[config.mk]
export PLATFORM = sky130hd
export DESIGN_NAME = pc_fetch_ctrl
export DESIGN_NICKNAME = d
export VERILOG_FILES = /design/src/rtl/pc_fetch_ctrl.sv
export SDC_FILE = /design/constraint.sdc
export NUM_CORES = 1
export LEC_CHECK = 0
export CAP_MARGIN = 10
export CORE_UTILIZATION = 49
export CTS_CLUSTER_DIAMETER = 40
export DETAILED_ROUTE_END_ITERATION = 12
export GPL_TIMING_DRIVEN = 1
export PLACE_DENSITY_LB_ADDON = 0.1
export SETUP_SLACK_MARGIN = 0.1
export SLEW_MARGIN = 20
export SYNTH_ARGS = -nofsm -noshare
export SYNTH_HDL_FRONTEND = slang
export SYNTH_SLANG_ARGS = --single-unit
[constraint.sdc]
create_clock -name clk_i -period 4.5 [get_ports clk_i]
set_input_delay 0.9 -clock clk_i [delete_from_list [all_inputs] [get_ports clk_i]]
set_output_delay 0.9 -clock clk_i [all_outputs]
set_load 0.02 [all_outputs]
[src/rtl/pc_fetch_ctrl.sv]
// Program counter / instruction fetch: next-PC select, IMEM REQ/ACK handshake, 2-entry inst/PC queue to decode.
// Latency: one cycle in S_RST after reset, then IMEM_REQ; an ACK in cycle k makes INST_VALID visible in k+1.
// Backpressure: STALL holds the queue head; requests are only issued when a slot is guaranteed, else fetch idles.
module pc_fetch_ctrl #(
    parameter logic [31:0] RESET_PC = 32'h0000_0000,
    parameter logic [31:0] PC_STEP  = 32'd4
) (
    input  logic        clk_i,
    input  logic        rst_i,
    input  logic        stall_i,
    input  logic        br_taken_i,
    input  logic [31:0] br_target_i,
    input  logic        jr_i,
    input  logic [31:0] jr_addr_i,
    input  logic        jump_i,
    input  logic [31:0] jump_addr_i,
    output logic        imem_req_o,
    output logic [31:0] imem_addr_o,
    input  logic        imem_ack_i,
    input  logic [31:0] imem_data_i,
    output logic [31:0] inst_o,
    output logic [31:0] pc_o,
    output logic [31:0] pc_plus4_o,
    output logic        inst_valid_o
);

    typedef enum logic [1:0] {S_RST, S_IDLE, S_REQ} state_t;

    state_t      state_q, state_d;
    logic [31:0] fpc_q, fpc_d;
    logic [31:0] req_addr_q, req_addr_d;
    logic        drop_q, drop_d;
    logic [1:0]  cnt_q, cnt_d;
    logic [31:0] ent_pc_q [2];
    logic [31:0] ent_pc_d [2];
    logic [31:0] ent_inst_q [2];
    logic [31:0] ent_inst_d [2];

    logic        redir;
    logic [31:0] target;
    logic        pop;
    logic        push;
    logic [1:0]  cnt_pop;

    // Next-PC select, queue update and fetch FSM; oldest redirect source wins.
    always_comb begin
        state_d       = state_q;
        fpc_d         = fpc_q;
        req_addr_d    = req_addr_q;
        drop_d        = drop_q;
        ent_pc_d[0]   = ent_pc_q[0];
        ent_pc_d[1]   = ent_pc_q[1];
        ent_inst_d[0] = ent_inst_q[0];
        ent_inst_d[1] = ent_inst_q[1];

        redir  = br_taken_i | jr_i | jump_i;
        target = br_taken_i ? br_target_i : (jr_i ? jr_addr_i : jump_addr_i);
        pop    = (cnt_q != 2'd0) & ~stall_i & ~redir;
        // Data arriving with a redirect, or owed to an earlier redirect, is wrong-path.
        push   = (state_q == S_REQ) & imem_ack_i & ~drop_q & ~redir;

        // Head-at-index-0 shift queue; a redirect flushes whatever is queued.
        cnt_pop = cnt_q - {1'b0, pop};
        if (pop) begin
            ent_pc_d[0]   = ent_pc_q[1];
            ent_inst_d[0] = ent_inst_q[1];
        end
        if (redir) begin
            cnt_pop = 2'd0;
        end
        if (push) begin
            if (cnt_pop == 2'd0) begin
                ent_pc_d[0]   = req_addr_q;
                ent_inst_d[0] = imem_data_i;
            end else begin
                ent_pc_d[1]   = req_addr_q;
                ent_inst_d[1] = imem_data_i;
            end
        end
        cnt_d = cnt_pop + {1'b0, push};

        if (redir) begin
            fpc_d = target;
        end else if (push) begin
            fpc_d = req_addr_q + PC_STEP;
        end

        case (state_q)
            S_RST: begin
                state_d    = S_REQ;
                req_addr_d = fpc_d;
            end
            S_IDLE: begin
                if (cnt_d < 2'd2) begin
                    state_d    = S_REQ;
                    req_addr_d = fpc_d;
                end
            end
            S_REQ: begin
                if (imem_ack_i) begin
                    drop_d = 1'b0;
                    if (cnt_d < 2'd2) begin
                        req_addr_d = fpc_d;
                    end else begin
                        state_d = S_IDLE;
                    end
                end else if (redir) begin
                    // Address stays on the bus; the response is owed and must be thrown away.
                    drop_d = 1'b1;
                end
            end
            default: state_d = S_RST;
        endcase
    end

    // State registers with synchronous reset that overrides any request in flight.
    always_ff @(posedge clk_i) begin
        if (rst_i) begin
            state_q       <= S_RST;
            fpc_q         <= RESET_PC;
            req_addr_q    <= RESET_PC;
            drop_q        <= 1'b0;
            cnt_q         <= 2'd0;
            ent_pc_q[0]   <= RESET_PC;
            ent_pc_q[1]   <= RESET_PC;
            ent_inst_q[0] <= 32'h0;
            ent_inst_q[1] <= 32'h0;
        end else begin
            state_q       <= state_d;
            fpc_q         <= fpc_d;
            req_addr_q    <= req_addr_d;
            drop_q        <= drop_d;
            cnt_q         <= cnt_d;
            ent_pc_q[0]   <= ent_pc_d[0];
            ent_pc_q[1]   <= ent_pc_d[1];
            ent_inst_q[0] <= ent_inst_d[0];
            ent_inst_q[1] <= ent_inst_d[1];
        end
    end

    assign imem_req_o   = (state_q == S_REQ);
    assign imem_addr_o  = req_addr_q;
    assign inst_o       = ent_inst_q[0];
    assign pc_o         = ent_pc_q[0];
    assign pc_plus4_o   = ent_pc_q[0] + PC_STEP;
    assign inst_valid_o = (cnt_q != 2'd0);

endmodule
==> results of run 1 <==
path summary, 6_finish.rpt:
kind / slack, ps / end / start / cells after the start
worst max-delay path: 590 / pc_plus4_o[17] / ent_pc_q[0][6] / 5
worst max register to register: 1330 / imem_addr_o[29] / state_q[0] / 11
worst min-delay path: 450 / ent_pc_q[0][34] / ent_pc_q[0][34] / 2
worst min register to register: 450 / ent_pc_q[0][34] / ent_pc_q[0][34] / 2
sequential cells by signal, summed over array words and instances, names as in the netlist:
| register | count |
|---|---|
| cnt_q | 2 |
| ent_pc_q | 64 |
| fpc_q | 32 |
| imem_addr_o | 32 |
| state_q | 2 |
| drop_q | 1 |
| ent_inst_q | 64 |
stage by stage:
stage                     utilization, %  std cells
after floorplan                        -       1216
after global placement             60.41       1596
after detailed placement           60.41       1596
after CTS                          63.19       1627
after global routing               63.19       1627
final                              63.19       1627
Yosys cell counts, types with 5 or more instances:
master	instances	share of area, %
a211oi_1	82	6.1
buf_4	69	5.1
buf_8	5	0.75
clkbuf_1	67	2.5
nand2_1	166	6.2
and3_1	11	0.68
and2_1	7	0.44
o21ai_0	27	1.3
nand4_1	17	1.1
ha_1	9	1.1
a311oi_1	12	1.0
xor2_1	16	1.4
nor3_1	18	0.90
a22oi_1	19	1.4
o22ai_1	6	0.37
xnor2_1	23	2.0
o31a_1	10	0.87
buf_2	19	0.95
a221oi_1	18	1.6
mux2i_1	67	6.7
o21a_1	5	0.37
o221ai_1	6	0.52
dfxtp_1	197	39
nand3_1	24	1.2
o21ai_1	8	0.40
nor4_1	14	0.87
inv_1	14	0.52
a21oi_1	118	5.9
nor2_1	106	4.0
critical path, delay by kind of cell, from the launching register on:
kind | cells | cell delay (ps)
XOR/XNOR | 1 | 200
buffers and inverters | 1 | 630
flip-flops | 1 | 480
AND/OR/NAND/NOR | 3 | 1290
report_power, final:
group	switching (mW)	internal (mW)
clock network	0.713	0.743
registers	0.233	1.86
logic	0.502	0.471
cells by family after synthesis:
family	share of synthesized area [%]
mux	6.667
xor+xnor	3.396
fa+ha+maj	1.120
flops	39.21
buf+inv	10.65
compound gates	21.56
simple gates	17.40
area by class of cell:
type / instances / area (um^2)
repair buffers: 281 / 2791
well taps: 270 / 337.8
multi-input cells: 833 / 5055
inverters: 15 / 56.30
flip-flops and latches: 197 / 3944
fillers: 1815 / 7425
clock inverters: 12 / 117.6
clock buffers: 19 / 442.9
per-layer routing:
layer | track usage (%) | vias to the layer above | part of all wire [%]
li1 | - | 4529 | -
met1 | 35.99 | 4339 | 46
met2 | 42.07 | 353 | 46
met3 | 5.126 | 26 | 7.0
met4 | 6.000 | 0 | 0.99
met5 | 0 | - | 0
==> flow_summary.ini, run 1 <==
[outcome]
status = complete, no violations

[placement]
detailed_place.area_um2 = 12180
pre_cts_ws_ps = 576.5
dp_hpwl_mm = 19.32
portBuffers = 264
gp_congestion = 0.8324

[global_route]
grtUsageTotal_pct = 26.14
grt_max_degree = 87
grt_first_pass_wirelength_mm = 44.57
gr-total-overflow = 0
grt_pass1_vias = 8575
grt_antenna_before_repair = 0

[clock_network]
postCtsHoldBufs = 0
post_cts_buffers = 0
ctsRootBufferMaster = clkbuf_16
clockBufferDepth = 2
htree_levels = 4
clock_latency_ps = 430
tritoncts = done
cts_resized = 0
cts.sinks = 197
clk_pin_slew_ps = 70
numCtsBuffers = 17

[worst_setup_path]
cp-start-kind = register
required_ps = 3600
cpMaxStageDelayCell = nor4_1
crit_path_max_fanout = 6
path_cells = nand4_1 > nor4_1 > nand3_1 > xnor2_1 > clkdlybuf4s50_1
slowest_delay_ps = 830
critPathKind = reg2out
critPathCaptureType = primary output
cp.arrival_ps = 3010

[synth]
yosys_warnings = 0
syn_area_um2 = 10060
async_flop_share_pct = 0
ys_seq_elements = 197
syn_nets = 1360
synth-edff-count = 0
synth_seq_area_share_pct = 39.21
syn_inst = 1216
synthDistinctLibCells = 59
synthFlopType = dfxtp_1
synth.avg_cell_area_um2 = 8.272

[final_layout]
synthToLayoutAreaGrowth_pct = 26.71
final_cell_mix = clkdlybuf4s50_1 (262), dfxtp_1 (197), nand2_1 (165), a21oi_1 (117), nor2_1 (106)
final_common_cell = clkdlybuf4s50_1
drive_above_1_share_pct = 4.937
fin_nets = 1489
diodes = 0
final_area_um2 = 12740

[timing]
period_share_pct = 86.88
setup_violations = 0
rsz0062_at_grt = false
finalCriticalPeriod_ps = 3910
fmax_mhz = 255.8
fin_setup_tns_ps = 0
max_slew_margin_pct = 41.37
slew_violations = 0
worstMarginPinSlew_ps = 871.4
fin_ws_ps = 590.3
finClkSkew_ps = 11.90
holdWs_ps = 455.0
finalHoldViolCount = 0

[detailed_routing]
post_drt_wl_per_cell_um = 17.16
via_per_inst = 5.683
drt-total-wl_mm = 27.93
drt_iter0_drc = 702
firstDrtPassIters = 5
drc_errors = 0
vias = 9247
ant_nets = 0

[power_and_ir_drop]
p_leak_nw = 4.304
totalPowerFinal_mw = 4.525
powerDensity_nw_per_um2 = 355.0
vdd_drop_max_mv = 0.2460

[die]
die_area_um2 = 21100
ios = 265
rows = 52
start_util_pct = 49.87
die_x_um = 145.3
die_height_um = 145.3
core_area_um2 = 20170

[hold_path]
hold_class = reg2reg

[job]
drv_cap = 0
Note: power is estimated with default switching activity, not from simulation.
==> run 2: changes to the inputs <==
--- a/config.mk
+++ b/config.mk
@@ -11,7 +11,7 @@
 export DETAILED_ROUTE_END_ITERATION = 12
 export GPL_TIMING_DRIVEN = 1
 export PLACE_DENSITY_LB_ADDON = 0.1
-export SETUP_SLACK_MARGIN = 0.1
+export RECOVER_POWER = 100
 export SLEW_MARGIN = 20
 export SYNTH_ARGS = -nofsm -noshare
 export SYNTH_HDL_FRONTEND = slang
==> run 2 against run 1 <==
  * First-iteration DRC count fell by 11%
  * Worst setup slack got worse by 170 ps
  * Wire length is essentially flat
  * Largest cell class unchanged
==> flow_summary.ini, run 2 (synthesized netlist as in run 1, its figures left out) <==
[outcome]
status = complete, no violations

[clock_network]
cts.sinks = 197
postCtsHoldBufs = 0
clock_latency_ps = 430
ctsRootBufferMaster = clkbuf_16
htree_levels = 4
numCtsBuffers = 17
clk_pin_slew_ps = 70
cts_resized = 0
clockBufferDepth = 2
tritoncts = done
post_cts_buffers = 0

[worst_setup_path]
reg2reg_depth = 11
crit_path_max_fanout = 21
rrSetupSlack_ps = 1380
required_ps = 4830
cp_common_cell = ha_1
critPathCaptureType = register
crit_family = simple AND/OR/NAND/NOR gates
path_cells = dlygate4sd3_1 > or3_1 > nor3b_1 > ha_1 > nor2_1 > ha_1 > nor3_1 > o21ai_0 > clkbuf_2 > a21oi_1 > a311oi_1
cp-start-kind = primary input
critPathKind = in2reg
worstReg2RegStart = state_q[0]
reg2reg_to = imem_addr_o[29]
slowest_delay_ps = 650
cp.arrival_ps = 4410
cpMaxStageDelayCell = or3_1
worst-path-buf-inv = 2

[hold_path]
hold_end = ent_pc_q[0][34]
min-delay-start = ent_pc_q[0][34]
hold_class = reg2reg
whs_path_depth = 2

[power_and_ir_drop]
swShare_pct = 32.24
p_leak_nw = 4.684
powerDensity_nw_per_um2 = 353.0
intPower_mw = 3.037
totalPowerFinal_mw = 4.483
power.share.clock_pct = 32.6
p_sw_mw = 1.445
pwr-share-comb_pct = 20.8
vdd_drop_max_mv = 0.2466
pwr-share-seq_pct = 46.7

[timing]
max_slew_margin_pct = 7.571
fmax_mhz = 244.9
worstMarginPinSlew_ps = 1381
finalHoldViolCount = 0
finalCriticalPeriod_ps = 4083
slew_violations = 0
finClkSkew_ps = 12.51
holdWs_ps = 455.0
rsz0062_at_grt = false
setup_violations = 0
fin_setup_tns_ps = 0
period_share_pct = 90.74

[global_route]
grtUsageTotal_pct = 26.14
grt_antenna_before_repair = 0
grt_max_degree = 87
gr-total-overflow = 0
grt_pass1_vias = 8575
grt_first_pass_wirelength_mm = 44.57

[final_layout]
final_cell_mix = dfxtp_1 (197), nand2_1 (165), dlygate4sd3_1 (132), clkdlybuf4s50_1 (130), a21oi_1 (117)
final_common_cell = dfxtp_1
drive_above_1_share_pct = 4.495
largestRegisters = ent_inst_q x64, ent_pc_q x64
diodes = 0
fin_nets = 1489
synthToLayoutAreaGrowth_pct = 26.25
post-route-util_pct = 62.96
num-fill-cells = 1822

[die]
die_x_um = 145.3
start_util_pct = 49.87
die_area_um2 = 21100
rows = 52
die_height_um = 145.3
ios = 265
core_area_um2 = 20170

[placement]
gp_congestion = 0.8324
portBuffers = 264
dp_hpwl_mm = 19.32

[detailed_routing]
vias = 9220
post_drt_wl_per_cell_um = 17.16
via_per_inst = 5.667
firstDrtPassIters = 5
ant_nets = 0
drt-total-wl_mm = 27.91
drt_iter0_drc = 627
drc_errors = 0

[job]
drv_cap = 0
-- run 2: changes by cell type in the layout (fill, tap and decap cells not counted), sizes merged --
cell           change
buf                -4
dlygate4sd3      +132
clkbuf             +4
clkdlybuf4s50    -132
-- run 2: through the flow --
step	cells	worst slack, ps	instance area (um^2)
2_1_floorplan	1216	1022	10060
3_3_place_gp	1596	736.7	12180
3_5_place_dp	1596	576.5	12180
4_1_cts	1627	592.2	12740
5_1_grt	1627	242.9	12700
6_report	1627	416.7	12700
-- run 2: how the worst max path moves through the flow --
stage	cells past startpoint	start	end	slack [ps]
2_1_floorplan	13	br_taken_i	imem_addr_o[19]	1020
3_3_place_gp	7	jump_i	ent_pc_q[0][21]	740
3_5_place_dp	12	jr_i	imem_addr_o[29]	580
4_1_cts	5	ent_pc_q[0][6]	pc_plus4_o[17]	590
5_1_grt	11	jr_i	ent_inst_q[0][34]	240
6_report	11	jump_i	imem_addr_o[29]	420
-- run 2: worst register-to-register path, cell delays in order, from the launching register on --
cell and delay (ps):
dfxtp_1 390, inv_1 100, ha_1 300, and3b_1 330
nand2_1 300, clkinv_1 150, ha_1 230, o21a_1 140
o21ai_0 260, clkbuf_2 420, a21oi_1 120, a311oi_1 290
-- run 2: cell type report --
| class | count | area [um^2] | share of cell area [%] |
|---|---|---|---|
| well taps | 270 | 337.8 | 2.660 |
| repair buffers | 281 | 2773 | 21.83 |
| clock buffers | 19 | 442.9 | 3.488 |
| inverters | 15 | 56.30 | 0.4434 |
| multi-input cells | 833 | 5027 | 39.59 |
| clock inverters | 12 | 117.6 | 0.9262 |
| flip-flops and latches | 197 | 3944 | 31.06 |
-- run 2: power by group through the flow --
| stage | sequential (mW) | combinational [mW] | clock (mW) |
|---|---|---|---|
| after floorplan | 2.07 | 0.560 | 0 |
| after global placement | 2.13 | 0.959 | 0 |
| after detailed placement | 2.13 | 0.968 | 0 |
| after CTS | 2.09 | 0.972 | 1.48 |
| after global routing | 2.11 | 1.00 | 1.55 |
| final | 2.09 | 0.931 | 1.46 |
-- run 2: per-layer routing --
metal	part of all wire [%]	wire (um)	vias to the layer above	global-route usage (%)
li1	-	-	4535	-
met3	6.2	1741	28	5.126
met4	1.0	282	0	6.000
met1	47	13050	4345	35.99
met2	46	12840	312	42.07
met5	0	0	-	0
==> run 3: changes to the inputs <==
--- a/config.mk
+++ b/config.mk
@@ -10,7 +10,7 @@
 export CTS_CLUSTER_DIAMETER = 40
 export DETAILED_ROUTE_END_ITERATION = 12
 export GPL_TIMING_DRIVEN = 1
-export PLACE_DENSITY_LB_ADDON = 0.1
+export PLACE_DENSITY = 0.81
 export RECOVER_POWER = 100
 export SLEW_MARGIN = 20
 export SYNTH_ARGS = -nofsm -noshare
==> run 3 against run 2 <==
  * Maximum frequency fell by 0.96%
  * Wire length increased by 0.57%
  * Sequential share of layout area down 0.25 points
  * Die area stayed put
  * Clock-buffer cell count shrank 1
  * Clock power rose by 12%
  * Sequential cell count unchanged
  * Sequential power hardly changed
  * Critical path type unchanged
  * Critical endpoint is now ent_inst_q[0][63]
==> flow_summary.ini, run 3 (synthesized netlist as in run 1, its figures left out) <==
[outcome]
status = complete, no violations

[global_route]
grt_max_degree = 135
grt_antenna_before_repair = 0
gr-total-overflow = 0
grt_first_pass_wirelength_mm = 45.02
grt_pass1_vias = 8619
grtUsageTotal_pct = 26.27

[die]
die_height_um = 145.3
rows = 52
die_area_um2 = 21100
start_util_pct = 49.87
core_area_um2 = 20170
ios = 265
die_x_um = 145.3

[power_and_ir_drop]
intPower_mw = 3.249
swShare_pct = 30.34
totalPowerFinal_mw = 4.663
vdd_drop_max_mv = 0.2329
powerDensity_nw_per_um2 = 364.2
p_sw_mw = 1.415
p_leak_nw = 4.725
pwr-share-comb_pct = 20.1
power.share.clock_pct = 35.2
pwr-share-seq_pct = 44.8

[detailed_routing]
firstDrtPassIters = 5
vias = 9414
drt-total-wl_mm = 28.07
drc_errors = 0
post_drt_wl_per_cell_um = 17.20
via_per_inst = 5.768
ant_nets = 0
drt_iter0_drc = 809

[worst_setup_path]
slowest_delay_ps = 860
cpMaxStageDelayCell = clkbuf_1
cp.arrival_ps = 4390
critPathCaptureType = register
worstReg2RegStart = state_q[0]
crit_start = br_taken_i
worst-path-buf-inv = 5
required_ps = 4760
cp-start-kind = primary input
critPathKind = in2reg
crit_path_max_fanout = 25
path_cells = dlygate4sd3_1 > nor3_1 > buf_4 > nand2_1 > clkinv_1 > clkbuf_1 > nand2_2 > buf_4 > nand2_1 > a21oi_1
crit_family = buffers and inverters

[placement]
gp_congestion = 0.9006
portBuffers = 264
dp_hpwl_mm = 19.60

[clock_network]
numCtsBuffers = 17
ctsRootBufferMaster = clkbuf_16
clk_pin_slew_ps = 70
post_cts_buffers = 0
clockBufferDepth = 2
postCtsHoldBufs = 0
clock_latency_ps = 430
cts.sinks = 197
htree_levels = 4
tritoncts = done
cts_resized = 0

[timing]
setup_violations = 0
fin_setup_tns_ps = 0
finalCriticalPeriod_ps = 4123
slew_violations = 0
finClkSkew_ps = 10.26
finalHoldViolCount = 0
rsz0062_at_grt = false
max_slew_margin_pct = 17.62
period_share_pct = 91.62
worstMarginPinSlew_ps = 1231
fmax_mhz = 242.5

[final_layout]
drive_above_1_share_pct = 4.479
diodes = 0
fin_nets = 1493
num-fill-cells = 1705
final_common_cell = dfxtp_1
multiInputGateArea_um2 = 5027
largestRegisters = ent_inst_q x64, ent_pc_q x64
final_cell_mix = dfxtp_1 (197), nand2_1 (165), clkdlybuf4s50_1 (132), dlygate4sd3_1 (131), a21oi_1 (117)
seqCellArea_um2 = 3944
synthToLayoutAreaGrowth_pct = 27.28

[hold_path]
min-delay-start = ent_inst_q[0][35]
hold_class = reg2reg

[job]
drv_cap = 0
-- run 3: metal layers --
metal  global-route usage, %  vias up  wire, um
li1                        -     4545         -
met1                   35.32     4399     12410
met2                   40.79      406     12510
met3                   6.352       64      2341
met4                   9.579        0       812
met5                       0        -         0
-- run 3: cell type report --
| class | instances | share of cell area, % |
|---|---|---|
| Timing Repair Buffer | 285 | 21.87 |
| Inverter | 15 | 0.4398 |
| Sequential cell | 197 | 30.81 |
| Tap cell | 270 | 2.639 |
| Multi-Input combinational cell | 833 | 39.27 |
| Clock buffer | 18 | 3.430 |
| Clock inverter | 14 | 1.544 |
-- run 3: worst reg2reg max path, delay by kind of cell, from the launching register on --
family          cells  cell delay (ps)
fa+ha+maj           1              360
compound gates      1               70
flops               1              350
simple gates        4             1380
buf+inv             4             1510
-- run 3: final timing paths --
check,slack [ps],to,depth (start not counted)
worst max-delay path,380,ent_inst_q[0][63],10
worst min-delay path,450,ent_inst_q[0][35],2
worst max register to register,680,ent_inst_q[0][63],10
worst min register to register,450,ent_inst_q[0][35],2
-- run 3: power by group through the flow --
stage / Combinational, mW / Clock [mW] / Sequential, mW
floorplan: 0.560 / 0 / 2.07
global placement: 0.951 / 0 / 2.12
detailed placement: 0.969 / 0 / 2.12
CTS: 0.976 / 1.65 / 2.08
global route: 1.00 / 1.73 / 2.11
finish: 0.935 / 1.64 / 2.09
-- run 3: per-stage QoR --
step / hold WS (ps) / util [%] / area [um^2] / std cells / setup slack [ps]
floorplan: 436.0 / - / 10060 / 1216 / 1022
global placement: 441.0 / 60.71 / 12240 / 1600 / 854.9
detailed placement: 446.5 / 60.71 / 12240 / 1600 / 714.9
CTS: 455.8 / 63.86 / 12880 / 1632 / 450.2
global route: 467.6 / 63.47 / 12800 / 1632 / 207.3
finish: 454.7 / 63.47 / 12800 / 1632 / 377.0
